## config.mk

```make
export PLATFORM = sky130hd
export DESIGN_NAME = regfile_sb
export DESIGN_NICKNAME = d
export VERILOG_FILES = /design/src/rtl/regfile_sb.sv
export SDC_FILE = /design/constraint.sdc
export NUM_CORES = 1
export LEC_CHECK = 0
export CAP_MARGIN = 20
export CORE_MARGIN = 8
export CORE_UTILIZATION = 62
export CTS_BUF_LIST = sky130_fd_sc_hd__clkbuf_4 sky130_fd_sc_hd__clkbuf_8
export DETAILED_ROUTE_END_ITERATION = 8
export GPL_ROUTABILITY_DRIVEN = 0
export PLACE_DENSITY = 0.8
export SLEW_MARGIN = 5
export SYNTH_ARGS = -nofsm -noshare
export SYNTH_HDL_FRONTEND = slang
export SYNTH_SLANG_ARGS = --single-unit
```

## constraint.sdc

```tcl
create_clock -name clk -period 4.6 [get_ports clk]
set_clock_uncertainty 0.2 [all_clocks]
set_input_delay 0.46 -clock clk [delete_from_list [all_inputs] [get_ports clk]]
set_output_delay 0.46 -clock clk [all_outputs]
set_load 0.03 [all_outputs]
```

## src/rtl/regfile_sb.sv

```systemverilog
// Integer register file with hardwired x0, optional write-to-read forwarding,
// a post-reset clear sweep (one register per cycle) and a pending-write
// scoreboard for long-latency functional units.
module regfile_sb #(
  parameter int unsigned XLEN   = 32,
  parameter int unsigned NREG   = 32,
  parameter bit          BYPASS = 1'b1
) (
  input  logic                     clk,
  input  logic                     rst,
  input  logic                     we,
  input  logic [$clog2(NREG)-1:0]  waddr,
  input  logic [XLEN-1:0]          wdata,
  input  logic [$clog2(NREG)-1:0]  raddr1,
  input  logic [$clog2(NREG)-1:0]  raddr2,
  output logic [XLEN-1:0]          rdata1,
  output logic [XLEN-1:0]          rdata2,
  input  logic                     rsv_en,
  input  logic [$clog2(NREG)-1:0]  rsv_rd,
  output logic                     busy1,
  output logic                     busy2,
  output logic                     ready
);

  localparam int unsigned AW = $clog2(NREG);

  typedef enum logic {
    CLEAR = 1'b0,
    RUN   = 1'b1
  } state_t;

  state_t            state;
  logic [AW-1:0]     clr_idx;
  logic [NREG-1:0]   sb;
  logic [NREG-1:0]   sb_next;
  logic [XLEN-1:0]   mem [NREG];

  logic              run;
  logic              wr_en;
  logic [AW-1:0]     wr_idx;
  logic [XLEN-1:0]   wr_val;

  assign run = (state == RUN);

  // Sweep sequencer: CLEAR walks every index once, then hands over to RUN
  always_ff @(posedge clk) begin
    if (rst) begin
      state   <= CLEAR;
      clr_idx <= '0;
      ready   <= 1'b0;
    end else begin
      case (state)
        CLEAR: begin
          clr_idx <= clr_idx + AW'(1);
          if (clr_idx == AW'(NREG - 1)) begin
            state <= RUN;
            ready <= 1'b1;
          end
        end
        RUN: begin
          state <= RUN;
        end
        default: begin
          state   <= CLEAR;
          clr_idx <= '0;
          ready   <= 1'b0;
        end
      endcase
    end
  end

  // Single array write port shared by the clear sweep and writeback
  always_comb begin
    wr_en  = 1'b0;
    wr_idx = '0;
    wr_val = '0;
    if (!rst) begin
      if (!run) begin
        wr_en  = 1'b1;
        wr_idx = clr_idx;
        wr_val = '0;
      end else if (we && (waddr != '0)) begin
        wr_en  = 1'b1;
        wr_idx = waddr;
        wr_val = wdata;
      end
    end
  end

  // Storage array; no reset, the sweep zeroes it instead
  always_ff @(posedge clk) begin
    if (wr_en) begin
      mem[wr_idx] <= wr_val;
    end
  end

  // Scoreboard update: writeback clears first so a same-index reserve wins
  always_comb begin
    sb_next = sb;
    if (we) begin
      sb_next[waddr] = 1'b0;
    end
    if (rsv_en && (rsv_rd != '0)) begin
      sb_next[rsv_rd] = 1'b1;
    end
    sb_next[0] = 1'b0;
  end

  // Scoreboard register; frozen (and zero) during the sweep
  always_ff @(posedge clk) begin
    if (rst) begin
      sb <= '0;
    end else if (run) begin
      sb <= sb_next;
    end
  end

  // Read mux: zero while clearing or for x0, optional same-cycle forward
  function automatic logic [XLEN-1:0] read_port(input logic [AW-1:0] addr);
    logic [XLEN-1:0] val;
    val = '0;
    if (run && (addr != '0)) begin
      if (BYPASS && we && (waddr == addr)) begin
        val = wdata;
      end else begin
        val = mem[addr];
      end
    end
    return val;
  endfunction

  // Combinational read ports and busy flags
  always_comb begin
    rdata1 = read_port(raddr1);
    rdata2 = read_port(raddr2);
    busy1  = run & sb[raddr1];
    busy2  = run & sb[raddr2];
  end

endmodule

```

==> results.cfg, run 1 <==
[setup_path]
worstSetupEndpoint = rdata1[5]
crit_start = run
cp_max_fo = 32
cp-end-kind = output port
rr_worst_depth = 6
r2r-start = run
crit_type = reg -> out
start_kind = register
critPathArrivalTime_ps = 3690
r2r_slack_ps = 1050
timing.rr.end = mem[15][4]
critical_path_required_ps = 3940

[yosys]
synth-edff-count = 1024
synth_cell_types = 52
synth-seq-cells = 1062
yosysSeqAreaShare = 0.6236
syn_area_mm2 = 0.05053
synth_flop_cell = edfxtp_1
async_flop_share = 0
synth.net_count = 2734
synth_cells = 2676
synth_area_per_cell_um2 = 18.88
yosysWarningCount = 0

[global_routing]
antenna_found_initial = 4
grt_pass1_wl_um = 214800
grt_usage = 0.3283
grt_overflow = 0
grt_max_degree = 74
grt_pass1_vias = 31914

[timing]
hold_violations = 0
finalCriticalPeriod_ps = 4351
rsz0062_at_grt = false
fin_setup_tns_ps = 0
setup_slack_ps = 248.6
setup_violations = 0
max_freq_mhz = 229.8
slew-limit-headroom = 0.1972
drv_slew = 0
tightest_slew_ps = 1204
fin_crit_sh = 0.9460
hold_slack_ps = 214.1

[cts]
clkTransAtPathRegs_ps = 60
cts_resized = 0
cts-buffers-inserted = 169
postCtsSetupRepairBufs = 0
h-tree-depth = 4
clock-sinks = 1062
cts-root-buf = clkbuf_8
cts_tree = built
clock_latency_ps = 820
clockBufferDepth = 3
ctsHoldBuffers = 0

[finish]
regArea_mm2 = 0.03151
mostFrequentLayoutCell = edfxtp_1
multi_input_area_mm2 = 0.01823
mostFrequentLayoutCells = 1,024 x edfxtp_1, 525 x mux4_2, 175 x mux2i_1
finalNetCount = 2961
syn_to_final_growth_pct = 14.10
nFillCells = 4663
drive_above_1_share = 0.3420

[placement]
post-place-ws_ps = 469.2
port_buffers = 122
post-dp-hpwl_um = 87410

[pwr]
power_density_mw_per_mm2 = 344.8
ir_worst_vdd_mv = 0.3093
p_leak_nw = 20.14

[route]
drc_errors = 0
first_pass_iters = 7
routedWlPerCell_um = 36.35
viasPerCell = 7.593
wirelength_um = 148900
num_vias = 31107
drt_iter0_markers = 4856
drtAntennaViolNets = 0

[die]
start_util = 0.6263
ios = 123
dieWidth_um = 301.5
die_area_mm2 = 0.09090
fp.dieH_um = 301.5
fp-row-count = 104
coreArea_mm2 = 0.08068

[outcome]
status = finished, final reports clean

[worst_hold_path]
min_path_type = in -> reg

[job]
max-cap-violations = 0
==> kinds of logic (layout without fill, tap and decap cells) <==
family,Yosys count,after routing,share of synthesized area
compound gates,383,383,0.05363
fa+ha+maj,2,2,0.0004951
other cells,0,2,0
simple gates,286,286,0.03046
buf+inv,231,590,0.02112
flops,1062,1062,0.6236
mux,700,700,0.2687
xor+xnor,12,12,0.002080
==> worst max-delay path, stage by stage (launching register included) <==
cell	delay [ps]
dfxtp_1	450
inv_1	230
a21oi_2	240
o211ai_1	170
buf_12	220
a211oi_1	610
a211o_1	220
clkdlybuf4s50_1	690
==> through the flow <==
| step | power [mW] | std cells | area (um^2) | utilization |
|---|---|---|---|---|
| after floorplan | 11.62 | 2676 | 50530 | - |
| after global placement | 12.04 | 3783 | 54210 | 0.6719 |
| after detailed placement | 12.06 | 3783 | 54210 | 0.6719 |
| after CTS | 19.90 | 4086 | 57500 | 0.7127 |
| after global routing | 20.39 | 4096 | 57660 | 0.7147 |
| final | 19.88 | 4097 | 57660 | 0.7147 |
==> how the worst min path moves through the flow <==
stage | start | end | slack, ps | cells past startpoint
2_1_floorplan | sb[22] | sb[22] | 260 | 2
3_3_place_gp | ready | ready | 250 | 2
3_5_place_dp | ready | ready | 280 | 2
4_1_cts | rsv_rd[0] | sb[29] | 150 | 5
5_1_grt | rsv_rd[1] | sb[29] | 240 | 4
6_report | rsv_rd[0] | sb[29] | 210 | 5
==> synthesized netlist by cell type (26+ instances only) <==
| library cell | instances | area, um^2 |
|---|---|---|
| a21oi_1 | 39 | 195.2 |
| a22oi_1 | 48 | 360.4 |
| and3_1 | 27 | 168.9 |
| edfxtp_1 | 1024 | 30750 |
| o21ai_1 | 34 | 170.2 |
| mux2i_1 | 175 | 1752 |
| buf_2 | 82 | 410.4 |
| dfxtp_1 | 38 | 760.7 |
| nand2_1 | 50 | 187.7 |
| mux4_2 | 525 | 11820 |
| nor2_1 | 53 | 198.9 |
| nor2b_1 | 70 | 437.9 |
| buf_1 | 26 | 97.59 |
| a211oi_1 | 127 | 953.4 |
| and2_1 | 37 | 231.5 |
| o21ai_0 | 36 | 180.2 |
| a211o_1 | 33 | 289.0 |
| clkbuf_1 | 98 | 367.9 |
==> state kept, by name, indices dropped and copies added (netlist names) <==
register and count:
clr_idx 5, mem 1024, ready 1, run 1, sb 31
==> per-layer routing <==
metal | GRT usage | wire (um)
met1 | 0.4324 | 49220
met2 | 0.5083 | 69630
met5 | 0.007572 | 23
met3 | 0.1022 | 23450
met4 | 0.1452 | 6598
==> report_power, final <==
group	internal, mW	leakage (nW)	switching, mW
Clock	4.20	1.72	3.80
Combinational	0.607	7.40	0.752
Sequential	10.5	11.0	0.0245
==> cell type report <==
class                           count  area share
Antenna cell                        2  0.00008680
Clock buffer                      209     0.04587
Clock inverter                     94     0.01115
Inverter                            4   0.0002604
Multi-Input combinational cell   1383      0.3162
Sequential cell                  1062      0.5465
Tap cell                         1060     0.02300
Timing Repair Buffer              283     0.05692
Power figures use the tool's default switching activity.
==> run 2, diff against run 1 <==
--- a/config.mk
+++ b/config.mk
@@ -6,12 +6,13 @@
 export NUM_CORES = 1
 export LEC_CHECK = 0
 export CAP_MARGIN = 20
-export CORE_MARGIN = 8
+export CORE_MARGIN = 2
 export CORE_UTILIZATION = 62
 export CTS_BUF_LIST = sky130_fd_sc_hd__clkbuf_4 sky130_fd_sc_hd__clkbuf_8
 export DETAILED_ROUTE_END_ITERATION = 8
 export GPL_ROUTABILITY_DRIVEN = 0
 export PLACE_DENSITY = 0.8
+export RECOVER_POWER = 100
 export SLEW_MARGIN = 5
 export SYNTH_ARGS = -nofsm -noshare
 export SYNTH_HDL_FRONTEND = slang
==> run 2 against run 1 <==
- the run now ends with max-capacitance violations, max-slew violations left
- utilization down 1.3 points
- wire length down 1.9%
- flip-flop and latch count unchanged
- via count down 1.3%
- critical endpoint is now rdata2[25]
==> results.cfg, run 2 (synthesis gave the netlist of run 1 again) <==
[outcome]
status = complete, but fails checks
violations = max-capacitance violations, max-slew violations

[pwr]
power_frac_comb = 0.068
p_switching_mw = 4.485
clkPwrFrac = 0.395
ir_worst_vdd_mv = 0.4217
power_density_mw_per_mm2 = 346.8
p_leak_nw = 19.82
pwr-share-seq = 0.537
power.internal_mw = 15.12
p_sw_frac = 0.2288

[finish]
mostFrequentLayoutCells = 1,024 x edfxtp_1, 525 x mux4_2, 175 x mux2i_1
drive_above_1_share = 0.3214
largest_reg_flops = 1024
mostFrequentLayoutCell = edfxtp_1
finalNetCount = 2929
reg_top3 = mem (1024), sb (31), clr_idx (5)
regMostFlops = mem
syn_to_final_growth_pct = 11.87

[worst_hold_path]
whs_endpoint = sb[25]
holdPathStages = 4
hold_start = rsv_rd[1]
min_path_type = in -> reg

[timing]
tightest_slew_ps = 2269
drv_slew = 489
hold_violations = 0
setup_violations = 0
fin_crit_sh = 0.9801
fin_setup_tns_ps = 0
slew-limit-headroom = -0.5129
finalCriticalPeriod_ps = 4509
rsz0062_at_grt = false
hold_slack_ps = 221.6
max_freq_mhz = 221.8

[route]
drt_iter0_markers = 4562
num_vias = 30689
drc_errors = 0
wirelength_um = 146100
viasPerCell = 7.566
first_pass_iters = 6
routedWlPerCell_um = 36.01
drtAntennaViolNets = 0

[global_routing]
grt_pass1_wl_um = 211200
grt_overflow = 0
grt_max_degree = 94
grt_usage = 0.3570
antenna_found_initial = 9
grt_pass1_vias = 31368

[cts]
cts-root-buf = clkbuf_8
postCtsSetupRepairBufs = 0
cts_resized = 0
clock-sinks = 1062
clkTransAtPathRegs_ps = 70
clock_latency_ps = 830
h-tree-depth = 4
clockBufferDepth = 3
cts_tree = built
ctsHoldBuffers = 0
cts-buffers-inserted = 166

[setup_path]
r2r_slack_ps = 100
r2r-start = run
cp_max_fo = 15
critPathArrivalTime_ps = 3850
timing.rr.end = mem[4][7]
start_kind = register
cp-end-kind = output port
critical_path_required_ps = 3940
rr_worst_depth = 4
crit_type = reg -> out

[die]
dieWidth_um = 289.5
fp.dieH_um = 289.5
fp-row-count = 104
die_area_mm2 = 0.08380
start_util = 0.6274
coreArea_mm2 = 0.08055
ios = 123

[placement]
port_buffers = 122
post-dp-hpwl_um = 85350

[job]
max-cap-violations = 15
[run 2: cell count changes in the layout (fill, tap and decap cells not counted), sizes merged, moves of 4 or more]
cell           previous run  this run
buf                     207        91
clkinv                   74        57
clkdlybuf4s50            76        47
clkinvlp                  7         1
clkbuf                  209       306
dlygate4sd3               0        31
bufinv                    7         3
[run 2: how the worst max path moves through the flow]
stage                         start     endpoint  slack [ps]  cells after the start
after floorplan                 run   mem[12][0]        1090                      6
after global routing            run  mem[19][15]          10                      4
final                           run   rdata2[25]          90                      5
after CTS                       run   rdata1[30]         270                      6
after global placement    raddr2[0]    rdata2[1]         640                      8
after detailed placement  raddr2[2]   rdata2[25]         580                      7
[run 2: layout make-up]
class	instances	area [um^2]
flip-flops and latches	1062	31510
fillers	4823	24020
multi-input cells	1383	18100
clock buffers	222	2711
repair buffers	254	2377
well taps	1060	1326
clock inverters	68	478.0
inverters	4	15.01
diodes	3	7.507
[run 2: worst max-delay path, cell delays in order (launching register included)]
cell and delay, ps:
dfxtp_1 660, o21ai_1 290, a31o_1 490, a221oi_1 610
a22o_1 230, dlygate4sd3_1 740
[run 2: power groups by stage]
stage               Combinational (mW)  Clock (mW)  Sequential (mW)
global route                      1.38        8.21             10.5
CTS                               1.33        7.81             10.5
global placement                  1.30           0             10.7
finish                            1.33        7.74             10.5
floorplan                        0.902           0             10.7
detailed placement                1.33           0             10.7
[run 2: metal layers]
layer,wire length [um],GRT usage,share of wire,up-vias
met5,63,0,0.00043,-
met4,7362,0.1629,0.050,8
met3,21580,0.1021,0.15,501
met2,68040,0.5487,0.47,2693
met1,49030,0.4830,0.34,15571
li1,-,-,-,11916
[run 2: through the flow]
stage / setup slack (ps) / util / std cells / power (mW) / instance area (um^2)
final: 91.36 / 0.7018 / 4056 / 19.60 / 56530
after global routing: 11.50 / 0.7018 / 4054 / 20.12 / 56520
after CTS: 269.8 / 0.7116 / 4052 / 19.66 / 57320
after detailed placement: 581.5 / 0.6721 / 3762 / 12.06 / 54130
after global placement: 638.5 / 0.6721 / 3762 / 12.02 / 54130
after floorplan: 1093 / - / 2676 / 11.62 / 50530
